## src/rtl/label_ram_arbiter_if.sv

```systemverilog
// Bundle between the label RAM arbiter and its surroundings: display tap,
// host writer, RAM port and status. master = environment, slave = arbiter.
interface label_ram_arbiter_if #(
   parameter int ADDR_W = 8,
   parameter int DATA_W = 8,
   parameter int QLG    = 2
);
   logic              disp_req;
   logic [ADDR_W-1:0] disp_addr;
   logic              vblank;
   logic              wr_valid;
   logic [ADDR_W-1:0] wr_addr;
   logic [DATA_W-1:0] wr_data;
   logic              wr_ready;
   logic              wr_done;
   logic [ADDR_W-1:0] ram_addr;
   logic              ram_we;
   logic [DATA_W-1:0] ram_din;
   logic [QLG:0]      q_count;
   logic [1:0]        state;
   logic              overflow;
   logic              starve;

   modport master (
      output disp_req, disp_addr, vblank, wr_valid, wr_addr, wr_data,
      input  wr_ready, wr_done, ram_addr, ram_we, ram_din, q_count, state,
             overflow, starve
   );

   modport slave (
      input  disp_req, disp_addr, vblank, wr_valid, wr_addr, wr_data,
      output wr_ready, wr_done, ram_addr, ram_we, ram_din, q_count, state,
             overflow, starve
   );
endinterface

```

## src/rtl/label_ram_arbiter.sv

```systemverilog
// Shares the single-port labels RAM: display reads always win, host writes
// are queued and drained in cycles where the display leaves the RAM idle.
module label_ram_arbiter #(
   parameter int          ADDR_W      = 8,
   parameter int          DATA_W      = 8,
   parameter int          QLG         = 2,
   parameter int          SYNC_VBLANK = 0,
   parameter logic [15:0] STARVE_MAX  = 16'd4096
) (
   input logic                clk,
   input logic                rst,
   label_ram_arbiter_if.slave bus
);
   localparam int           DEPTH   = 1 << QLG;
   localparam logic [QLG:0] DEPTH_C = (QLG+1)'(DEPTH);

   typedef enum logic [1:0] {IDLE = 2'd0, ARMED = 2'd1, DRAIN = 2'd2} state_t;

   logic [ADDR_W+DATA_W-1:0] mem_q [DEPTH];
   logic [ADDR_W+DATA_W-1:0] head;
   logic [QLG-1:0]           wr_ptr_q, wr_ptr_d, rd_ptr_q, rd_ptr_d;
   logic [QLG:0]             count_q, count_d;
   state_t                   state_q, state_d;
   logic                     wr_done_q, wr_done_d;
   logic                     overflow_q, overflow_d;
   logic                     starve_q, starve_d;
   logic [15:0]              wait_q, wait_d;
   logic                     win, push, pop, full, nonempty;

   always_comb begin
      full       = (count_q == DEPTH_C);
      nonempty   = (count_q != '0);
      win        = !bus.disp_req && ((SYNC_VBLANK == 0) || bus.vblank);
      push       = bus.wr_valid && !full;
      // An empty queue cannot pop, so a fresh entry only becomes head next cycle.
      pop        = win && nonempty;
      wr_ptr_d   = push ? wr_ptr_q + 1'b1 : wr_ptr_q;
      rd_ptr_d   = pop  ? rd_ptr_q + 1'b1 : rd_ptr_q;
      count_d    = count_q;
      if (push && !pop)
         count_d = count_q + 1'b1;
      else if (pop && !push)
         count_d = count_q - 1'b1;
      wr_done_d  = pop;
      overflow_d = overflow_q || (bus.wr_valid && full);
      wait_d     = wait_q;
      if (pop)
         wait_d = '0;
      else if (nonempty && (wait_q != 16'hFFFF))
         wait_d = wait_q + 16'd1;
      starve_d   = starve_q || (wait_q > STARVE_MAX);
   end

   always_comb begin
      state_d = state_q;
      case (state_q)
         IDLE:    if (nonempty) state_d = ARMED;
         ARMED:   if (win) state_d = DRAIN;
         DRAIN: begin
            if (count_d == '0)
               state_d = IDLE;
            else if (!win)
               state_d = ARMED;
         end
         default: state_d = IDLE;
      endcase
   end

   always_ff @(posedge clk or posedge rst) begin
      if (rst) begin
         wr_ptr_q   <= '0;
         rd_ptr_q   <= '0;
         count_q    <= '0;
         state_q    <= IDLE;
         wr_done_q  <= 1'b0;
         overflow_q <= 1'b0;
         starve_q   <= 1'b0;
         wait_q     <= '0;
      end else begin
         wr_ptr_q   <= wr_ptr_d;
         rd_ptr_q   <= rd_ptr_d;
         count_q    <= count_d;
         state_q    <= state_d;
         wr_done_q  <= wr_done_d;
         overflow_q <= overflow_d;
         starve_q   <= starve_d;
         wait_q     <= wait_d;
      end
   end

   // Queue payload carries no reset; occupancy is tracked by the pointers.
   always_ff @(posedge clk) begin
      if (push)
         mem_q[wr_ptr_q] <= {bus.wr_addr, bus.wr_data};
   end

   assign head         = mem_q[rd_ptr_q];
   assign bus.ram_we   = pop;
   assign bus.ram_addr = bus.disp_req ? bus.disp_addr : head[ADDR_W+DATA_W-1:DATA_W];
   assign bus.ram_din  = head[DATA_W-1:0];
   assign bus.wr_ready = !full;
   assign bus.wr_done  = wr_done_q;
   assign bus.q_count  = count_q;
   assign bus.state    = state_q;
   assign bus.overflow = overflow_q;
   assign bus.starve   = starve_q;
endmodule

```

## src/flat_wrapper.sv

```systemverilog
// flat-port wrapper written by rule: the top's interface ports become plain ports
module label_ram_arbiter_flat 
#(
   parameter int          ADDR_W      = 8,
   parameter int          DATA_W      = 8,
   parameter int          QLG         = 2,
   parameter int          SYNC_VBLANK = 0,
   parameter logic [15:0] STARVE_MAX  = 16'd4096
)
  (clk, rst, bus_disp_req, bus_disp_addr, bus_vblank, bus_wr_valid, bus_wr_addr, bus_wr_data, bus_wr_ready, bus_wr_done, bus_ram_addr, bus_ram_we, bus_ram_din, bus_q_count, bus_state, bus_overflow, bus_starve);
  label_ram_arbiter_if #(.ADDR_W(ADDR_W), .DATA_W(DATA_W), .QLG(QLG)) bus_i ();
  input logic clk;
  input logic rst;
  input wire logic [$bits(bus_i.disp_req)-1:0] bus_disp_req;
  input wire logic [$bits(bus_i.disp_addr)-1:0] bus_disp_addr;
  input wire logic [$bits(bus_i.vblank)-1:0] bus_vblank;
  input wire logic [$bits(bus_i.wr_valid)-1:0] bus_wr_valid;
  input wire logic [$bits(bus_i.wr_addr)-1:0] bus_wr_addr;
  input wire logic [$bits(bus_i.wr_data)-1:0] bus_wr_data;
  output wire logic [$bits(bus_i.wr_ready)-1:0] bus_wr_ready;
  output wire logic [$bits(bus_i.wr_done)-1:0] bus_wr_done;
  output wire logic [$bits(bus_i.ram_addr)-1:0] bus_ram_addr;
  output wire logic [$bits(bus_i.ram_we)-1:0] bus_ram_we;
  output wire logic [$bits(bus_i.ram_din)-1:0] bus_ram_din;
  output wire logic [$bits(bus_i.q_count)-1:0] bus_q_count;
  output wire logic [$bits(bus_i.state)-1:0] bus_state;
  output wire logic [$bits(bus_i.overflow)-1:0] bus_overflow;
  output wire logic [$bits(bus_i.starve)-1:0] bus_starve;
  assign bus_i.disp_req = bus_disp_req;
  assign bus_i.disp_addr = bus_disp_addr;
  assign bus_i.vblank = bus_vblank;
  assign bus_i.wr_valid = bus_wr_valid;
  assign bus_i.wr_addr = bus_wr_addr;
  assign bus_i.wr_data = bus_wr_data;
  assign bus_wr_ready = bus_i.wr_ready;
  assign bus_wr_done = bus_i.wr_done;
  assign bus_ram_addr = bus_i.ram_addr;
  assign bus_ram_we = bus_i.ram_we;
  assign bus_ram_din = bus_i.ram_din;
  assign bus_q_count = bus_i.q_count;
  assign bus_state = bus_i.state;
  assign bus_overflow = bus_i.overflow;
  assign bus_starve = bus_i.starve;
  label_ram_arbiter #(.ADDR_W(ADDR_W), .DATA_W(DATA_W), .QLG(QLG), .SYNC_VBLANK(SYNC_VBLANK), .STARVE_MAX(STARVE_MAX)) u_core (.clk(clk), .rst(rst), .bus(bus_i));
endmodule
```

## config.mk

```make
export PLATFORM = sky130hd
export DESIGN_NAME = label_ram_arbiter_flat
export DESIGN_NICKNAME = d
export VERILOG_FILES = /design/src/rtl/label_ram_arbiter_if.sv /design/src/rtl/label_ram_arbiter.sv /design/src/flat_wrapper.sv
export SDC_FILE = /design/constraint.sdc
export NUM_CORES = 1
export LEC_CHECK = 0
export ABC_AREA = 1
export CAP_MARGIN = 30
export CORE_ASPECT_RATIO = 0.8
export CORE_MARGIN = 3
export CORE_UTILIZATION = 40
export DETAILED_ROUTE_END_ITERATION = 12
export SYNTH_ARGS = -nofsm -noshare
export SYNTH_HDL_FRONTEND = slang
export SYNTH_SLANG_ARGS = --single-unit
export TNS_END_PERCENT = 10
```

## constraint.sdc

```tcl
create_clock -name clk -period 2.51 [get_ports clk]
set_input_delay 0.6275 -clock clk [delete_from_list [all_inputs] [get_ports clk]]
set_output_delay 0.6275 -clock clk [all_outputs]
set_load 0.01 [all_outputs]
```

==> flow_summary.json, run 1 <==
{
  "routedWlPerCell_um": 14.2,
  "cp-start-kind": "primary input",
  "ys_seq_area_frac": 0.633,
  "synth_flop_cell": "edfxtp_1",
  "critPathRequiredTime_ns": 1.88,
  "cpPeakStageDelay_ns": 0.42,
  "relSlewSlack": 0.749,
  "final_cells": 608,
  "synth_common_cells": "nor2_1 (81), edfxtp_1 (64), o21ai_0 (45)",
  "die_width_um": 120,
  "muxShareOfSynthArea": 0,
  "synthesis.area_um2": 4140,
  "yosys.area_share.simple": 0.178,
  "fmax_mhz": 412,
  "critPathSlowestCell": "clkdlybuf4s50_1",
  "syn-num-nets": 437,
  "vdd_drop_max_v": 0.000496,
  "fin_skew_ns": 0.00962,
  "insertion_delay_ns": 0.34,
  "cp.arrival_ns": 1.80,
  "fin_tns_setup_ns": 0,
  "drt_iter0_markers": 189,
  "tightest_slew_ns": 0.376,
  "async_flop_share": 0.304,
  "clkTransAtPathRegs_ns": 0.06,
  "nets": 505,
  "coreArea_um2": 9850,
  "holdBufCountCts": 0,
  "ant_nets": 0,
  "cp_num_buf_inv": 4,
  "area_delta_synth_final_pct": 26.6,
  "cts_max_path_buffers": 2,
  "cts_buffers": 9,
  "synthXorXnorAreaFrac": 0.0106,
  "fin_crit_sh": 0.966,
  "crit_chain": "clkdlybuf4s50_1 > inv_1 > buf_12 > nor2_1 > a31oi_1 > dlygate4sd2_1",
  "grt-ovfl-total": 0,
  "boundaryPins": 55,
  "grt_pass1_vias": 3041,
  "dp_hpwl_um": 5760,
  "routed_wl_um": 8630,
  "synth.largest_area_cell": "edfxtp_1",
  "synth_edf_count": 64,
  "period_needed_ns": 2.43,
  "grt_antenna_before_repair": 0,
  "num_rows": 32,
  "grt_pass1_wl_um": 14900,
  "synthAdderAreaFrac": 0.0272,
  "start_util": 0.421,
  "ys_ff_latch": 92,
  "yosysMostFrequentCell": "nor2_1",
  "power.density_nw_per_um2": 1050,
  "crit_fanout": 18,
  "cellLeakagePower_nw": 2.06,
  "rsz0062_at_grt": "false",
  "numPortBuffers": 53,
  "crit_family": "buffers and inverters",
  "groute.usage.overall": 0.160,
  "clock_sinks": 92,
  "hp-class": "flip-flop to flip-flop",
  "place_congestion": 0.836,
  "setup_viol": 0,
  "drc": 0,
  "grt_start_max_net_pins": 29,
  "drv_slew": 0,
  "status": "finished, final reports clean",
  "place_inst": 592,
  "htree_levels": 3,
  "cap_violations": 0,
  "yosys_warnings": 0,
  "critPathKind": "primary input to output pin",
  "yosys-top-cells-area": "edfxtp_1 (46%), dfrtp_1 (17%), nor2_1 (7.3%), o21ai_0 (5.4%), nand2_1 (3.5%)",
  "synth_top_area_frac": 0.464,
  "syn_area_per_cell_um2": 10.4,
  "n_antenna_cell": 0,
  "synthCells": 399,
  "synth_compound_area_frac": 0.101,
  "drtPass1Iterations": 4,
  "dieArea_um2": 11600,
  "crit_path_end_kind": "output pin",
  "hold_viol_final": 0,
  "via_count": 2984,
  "avgViaCountPerCell": 4.91,
  "cts_tree": "yes",
  "cts-root-buf": "clkbuf_16",
  "drive_above_1_share": 0.110,
  "final_util": 0.533,
  "fp.dieH_um": 97.0,
  "placed_cell_area_um2": 4930,
  "synth_top_family_by_area": "simple AND/OR/NAND/NOR gates",
  "stdcell_area_um2": 5250,
  "synth.distinct_cells": 32
}
-- worst reg2reg max path: stages (launching register included) --
cell and delay (ns):
dfrtp_1 0.43, inv_1 0.12, ha_2 0.25, nand2_4 0.10, nand2_4 0.08, buf_4 0.20, nand2_2 0.11, nand3_1 0.11
nand2_2 0.07, nor2_2 0.11, nand2_1 0.06, nand2_1 0.07, nand2_1 0.06, o21bai_2 0.10
-- cell type report --
type                            instances  area [um^2]
Timing Repair Buffer                   71          687
Inverter                               38          145
Clock buffer                            9          225
Tap cell                              136          170
Fill cell                             896         4600
Multi-Input combinational cell        255         1320
Clock inverter                          7         80.1
Sequential cell                        92         2620
-- state kept, by name, summed over array words and instances (netlist names) --
signal	cells
u_core.wait_q	16
u_core.bus.state	2
u_core.mem_q	64
u_core.rd_ptr_q	2
u_core.bus.q_count	3
u_core.wr_ptr_q	2
u_core.bus.wr_done	1
u_core.bus.starve	1
u_core.bus.overflow	1
-- worst paths after layout --
path,startpoint,endpoint,slack [ns],cells past startpoint
min in group asynchronous,rst,u_core.bus.q_count[0],0.66,3
worst max-delay path,bus_disp_req,bus_ram_addr[5],0.08,6
worst min register to register,u_core.bus.starve,u_core.bus.starve,0.48,2
worst max register to register,u_core.bus.q_count[0],u_core.bus.state[0],0.57,13
max in group asynchronous,rst,u_core.wait_q[11],1.56,3
worst min-delay path,u_core.bus.starve,u_core.bus.starve,0.48,2
-- cells in the final DEF (no fill, tap or decap), types with 10 or more instances in the layout --
cell type,synthesis,final
nor3_1,10,10
buf_4,0,15
a31oi_1,10,10
nand2_1,39,39
edfxtp_1,64,64
o21ai_0,45,45
nand3_1,17,17
inv_1,35,35
clkdlybuf4s50_1,0,38
nor2_1,81,81
dfrtp_1,28,28
-- layer usage --
layer	vias up	wire length (um)	global-route usage
met1	1411	4200	0.221
met2	65	3970	0.243
met5	-	0	0
met4	0	60	0.0440
li1	1503	-	-
met3	5	402	0.0526
-- power breakdown --
group | internal [mW] | switching (mW) | total [mW]
combinational | 0.846 | 1.18 | 2.02
sequential | 1.96 | 0.137 | 2.10
clock | 0.788 | 0.586 | 1.37
total | 3.59 | 1.90 | 5.49
-- per-stage QoR --
| stage | power [mW] | setup WS, ns | hold slack [ns] |
|---|---|---|---|
| after global routing | 5.89 | 0.00888 | 0.525 |
| after detailed placement | 4.22 | -0.202 | 0.461 |
| final | 5.49 | 0.0845 | 0.481 |
| after floorplan | 3.31 | 0.355 | 0.448 |
| after CTS | 5.59 | 0.0178 | 0.483 |
| after global placement | 4.18 | -0.191 | 0.468 |
-- kinds of logic (layout without fill, tap and decap cells) --
group | Yosys count | in the layout
compound gates | 75 | 75
xor+xnor | 5 | 5
fa+ha+maj | 9 | 9
buf+inv | 52 | 125
flops | 92 | 92
simple gates | 166 | 166
-- what timing repair did --
item,in CTS,in global routing
setup buffers,0,0
endpoints found under the setup margin,11,6
resized for setup,13,6
endpoints found under the hold margin,0,0
No activity file was read; power rests on OpenSTA's default activity.
==> run 2: changes to the inputs <==
- CTS_BUF_LIST: default -> sky130_fd_sc_hd__clkbuf_16
- clock period: 2.51 -> 2 ns (I/O delays scaled with it)
==> flow_summary.json, run 2 (same netlist as run 1, synthesis figures left out) <==
{
  "cp.arrival_ns": 1.60,
  "rsz0062_at_grt": "true",
  "grt_antenna_before_repair": 0,
  "routed_wl_um": 9410,
  "critPathRequiredTime_ns": 1.50,
  "grt_start_max_net_pins": 29,
  "layout_setup_ws_ns": -0.101,
  "relSlewSlack": 0.758,
  "place_congestion": 0.822,
  "hold_viol_final": 0,
  "die_width_um": 120,
  "nets": 521,
  "drc": 0,
  "final_cell_mix": "nor2_1 (79), edfxtp_1 (64), nand2_1 (39)",
  "hold_slack_ns": 0.483,
  "grt-ovfl-total": 0,
  "grt_pass1_vias": 3049,
  "final_util": 0.555,
  "cellLeakagePower_nw": 2.13,
  "avgViaCountPerCell": 4.93,
  "holdBufCountCts": 0,
  "boundaryPins": 55,
  "status": "complete, but fails checks",
  "cts_buffers": 9,
  "period_needed_ns": 2.10,
  "start_util": 0.421,
  "via_count": 3078,
  "dieArea_um2": 11600,
  "htree_levels": 3,
  "numPortBuffers": 53,
  "num_rows": 32,
  "crit_path_end_kind": "output pin",
  "cts-root-buf": "clkbuf_16",
  "clkTransAtPathRegs_ns": 0.07,
  "groute.usage.overall": 0.173,
  "drv_slew": 0,
  "power.density_nw_per_um2": 1350,
  "drt_iter0_markers": 142,
  "regMostFlops": "u_core.mem_q",
  "fin_skew_ns": 0.0147,
  "clock_sinks": 92,
  "fin_crit_sh": 1.05,
  "area_delta_synth_final_pct": 31.9,
  "coreArea_um2": 9850,
  "cts_max_path_buffers": 2,
  "critPathKind": "flip-flop to output pin",
  "largest_reg_flops": 64,
  "dp_hpwl_um": 5770,
  "drtPass1Iterations": 4,
  "vdd_drop_max_v": 0.000535,
  "fmax_mhz": 476,
  "drive_above_1_share": 0.193,
  "crit_fanout": 8,
  "routedWlPerCell_um": 15.1,
  "insertion_delay_ns": 0.35,
  "hp-class": "flip-flop to flip-flop",
  "cap_violations": 0,
  "fp.dieH_um": 97.0,
  "cp-start-kind": "flip-flop",
  "grt_pass1_wl_um": 15800,
  "cts_tree": "yes",
  "ant_nets": 0,
  "final_common_cell": "nor2_1",
  "failed_checks": "negative setup slack",
  "setup_viol": 11,
  "tightest_slew_ns": 0.364,
  "n_antenna_cell": 0
}
run 2: cell types whose count changed in the layout (fill, tap and decap cells not counted), moves of 3 or more:
cell and change:
buf_6 +3, o21ai_0 -12, dlymetal6s2s_1 -5, dlygate4sd2_1 -7, inv_1 -4, clkdlybuf4s50_1 -4
buf_12 +7, buf_2 +15, inv_2 +3, o21ai_1 +11
run 2: cell type report:
type	instances	area, um^2
sequential	92	2620
clock buffer	9	225
tap	136	170
timing repair buffer	87	896
inverter	38	148
fill	874	4380
clock inverter	7	62.6
multi-input combinational	255	1340
run 2: final timing paths:
| check | from | endpoint | slack [ns] | depth (start not counted) |
|---|---|---|---|---|
| min reg2reg | u_core.bus.starve | u_core.bus.starve | 0.48 | 2 |
| max | u_core.rd_ptr_q[0] | bus_ram_addr[1] | -0.10 | 7 |
| max in group asynchronous | rst | u_core.rd_ptr_q[0] | 1.19 | 3 |
| min in group asynchronous | rst | u_core.wr_ptr_q[1] | 0.51 | 3 |
| min | u_core.bus.starve | u_core.bus.starve | 0.48 | 2 |
| max reg2reg | u_core.bus.q_count[0] | u_core.bus.state[0] | 0.24 | 13 |
run 2: layer usage:
layer  track usage  part of all wire  vias to the layer above
met1         0.245              0.47                     1443
met3        0.0392             0.055                       14
met4        0.0607             0.020                        0
met2         0.264              0.46                       80
li1              -                 -                     1541
met5             0                 0                        -
run 2: worst max-delay path: stages (launching register included):
cell and delay [ns]:
dfrtp_2 0.48, buf_6 0.15, buf_12 0.13, nor2_2 0.11, nor2_1 0.05, o21ai_1 0.09
a31oi_1 0.10, buf_2 0.15
run 2: report_power, final:
| part | switching, mW | total [mW] | internal (mW) |
|---|---|---|---|
| Sequential | 0.191 | 2.65 | 2.46 |
| Clock | 0.766 | 1.64 | 0.876 |
| Combinational | 1.67 | 3.10 | 1.44 |
run 2: what timing repair did:
action                     4_1_cts  5_1_grt
setup buffers                    5        0
gates cloned                     4        0
setup endpoints to repair       18       18
resized for setup               97        9
pin swaps                        9        4
run 2: stage by stage:
stage               cells  power (mW)  worst slack (ns)  TNS, ns  instance area (um^2)
global placement      599        5.49            -0.430    -4.21                  5060
CTS                   624        7.45            -0.109   -0.949                  5460
finish                624        7.39            -0.101   -0.649                  5470
detailed placement    599        5.53            -0.458    -4.73                  5060
floorplan             399        4.16            -0.155    -9.91                  4140
global route          624        7.91            -0.216    -2.13                  5470
==> run 3: changes to the inputs <==
- CORE_ASPECT_RATIO: 0.8 -> 1.25
==> flow_summary.json, run 3 (same netlist as run 1, synthesis figures left out) <==
{
  "status": "complete, but fails checks",
  "failed_checks": "negative setup slack",
  "n_antenna_cell": 0,
  "start_util": 0.420,
  "crit_family": "flip-flops",
  "hold_viol_final": 0,
  "cp.arrival_ns": 1.53,
  "cp-startpoint": "u_core.rd_ptr_q[0]",
  "cp_num_buf_inv": 3,
  "pre_cts_slack_ns": -0.605,
  "drtPass1Iterations": 4,
  "drc": 0,
  "grt_start_max_net_pins": 29,
  "holdCritStartpoint": "u_core.wait_q[15]",
  "grt-ovfl-total": 0,
  "boundaryPins": 55,
  "tightest_slew_ns": 0.375,
  "cts-root-buf": "clkbuf_16",
  "place_congestion": 0.867,
  "htree_levels": 3,
  "r2r_slack_ns": 0.24,
  "grt_pass1_vias": 3171,
  "dieArea_um2": 11600,
  "nets": 522,
  "fin_tns_setup_ns": -0.0444,
  "ant_nets": 0,
  "insertion_delay_ns": 0.33,
  "period_needed_ns": 2.03,
  "r2r-start": "u_core.bus.q_count[0]",
  "multiInputGateArea_um2": 1350,
  "cp-start-kind": "flip-flop",
  "nFillCells": 854,
  "num_rows": 40,
  "fp.dieH_um": 120,
  "cts_tree": "yes",
  "crit_fanout": 12,
  "fin_skew_ns": 0.00748,
  "fin_crit_sh": 1.01,
  "final_common_cell": "nor2_1",
  "hp-class": "flip-flop to flip-flop",
  "fmax_mhz": 493,
  "ff_latch_area_um2": 2620,
  "die_width_um": 97.0,
  "relSlewSlack": 0.750,
  "power.density_nw_per_um2": 1360,
  "regMostFlops": "u_core.mem_q",
  "layout_setup_ws_ns": -0.0274,
  "critPathSlowestCell": "dfrtp_2",
  "grt_pass1_wl_um": 15100,
  "groute.usage.overall": 0.161,
  "coreArea_um2": 9860,
  "cpPeakStageDelay_ns": 0.49,
  "vdd_drop_max_v": 0.000722,
  "sw_frac_of_total": 0.336,
  "combPwrFrac": 0.400,
  "clkTransAtPathRegs_ns": 0.06,
  "clock_sinks": 92,
  "cts_buffers": 9,
  "critPathRequiredTime_ns": 1.50,
  "drt_iter0_markers": 121,
  "grt_antenna_before_repair": 0,
  "pwr-share-clk": 0.237,
  "largest_reg_flops": 64,
  "avgViaCountPerCell": 5.06,
  "drv_slew": 0,
  "rsz0062_at_grt": "true",
  "area_delta_synth_final_pct": 30.1,
  "via_count": 3108,
  "power_frac_seq": 0.363,
  "cellLeakagePower_nw": 2.12,
  "drive_above_1_share": 0.195,
  "crit_path_end_kind": "output pin",
  "holdBufCountCts": 0,
  "power_switching_mw": 2.46,
  "crit_chain": "inv_4 > buf_12 > o21ai_0 > a31oi_1 > buf_2",
  "cts_max_path_buffers": 2,
  "setup_viol": 3,
  "cap_violations": 0,
  "critPathKind": "flip-flop to output pin",
  "numPortBuffers": 53,
  "final_cell_mix": "nor2_1 (78), edfxtp_1 (64), nand2_1 (39)",
  "p_int_mw": 4.85,
  "routed_wl_um": 9000,
  "dp_hpwl_um": 6140,
  "routedWlPerCell_um": 14.7
}
run 3: power by group through the flow:
stage / Sequential, mW / Combinational, mW / Clock, mW
floorplan: 2.66 / 1.50 / 0
global placement: 2.65 / 2.85 / 0
detailed placement: 2.66 / 2.90 / 0
CTS: 2.65 / 2.97 / 1.78
global route: 2.69 / 3.25 / 1.85
finish: 2.66 / 2.92 / 1.73
run 3: routing by layer:
layer / track usage / up-vias / share of wire
met2: 0.286 / 76 / 0.50
met1: 0.191 / 1486 / 0.44
met3: 0.0401 / 7 / 0.053
met4: 0.0536 / 0 / 0.0078
li1: - / 1539 / -
met5: 0 / - / 0
run 3: stage by stage:
stage               hold slack [ns]  utilization  area (um^2)  std cells  power, mW
floorplan                     0.448            -         4140        399       4.16
global placement              0.460        0.514         5060        595       5.50
detailed placement            0.479        0.514         5060        595       5.56
CTS                           0.494        0.548         5400        613       7.40
global route                  0.533        0.547         5390        614       7.80
finish                        0.493        0.547         5390        614       7.31
run 3: path summary, 6_finish.rpt:
check | depth (start not counted) | end
worst max-delay path | 5 | bus_ram_addr[1]
worst min-delay path | 2 | u_core.bus.starve
worst max register to register | 13 | u_core.bus.state[0]
worst min register to register | 2 | u_core.bus.starve
max in group asynchronous | 3 | u_core.rd_ptr_q[0]
min in group asynchronous | 3 | u_core.wait_q[15]
run 3: tightest hold or removal path, delay by kind of cell (launching register included):
kind	cells	cell delay, ns
DFF	1	0.35
and+or+nand+nor	2	0.11
run 3: layout make-up:
type,instances,area share
sequential,92,0.487
multi-input combinational,255,0.250
timing repair buffer,88,0.150
clock buffer,9,0.0418
tap,126,0.0292
inverter,38,0.0278
clock inverter,6,0.0151
run 3: what timing repair did:
| item | CTS | global route |
|---|---|---|
| pin swaps | 1 | 5 |
| setup buffers | 2 | 1 |
| resized for setup | 88 | 20 |
| endpoints found under the hold margin | 0 | 0 |
| gates cloned | 2 | 0 |
| setup endpoints to repair | 20 | 17 |
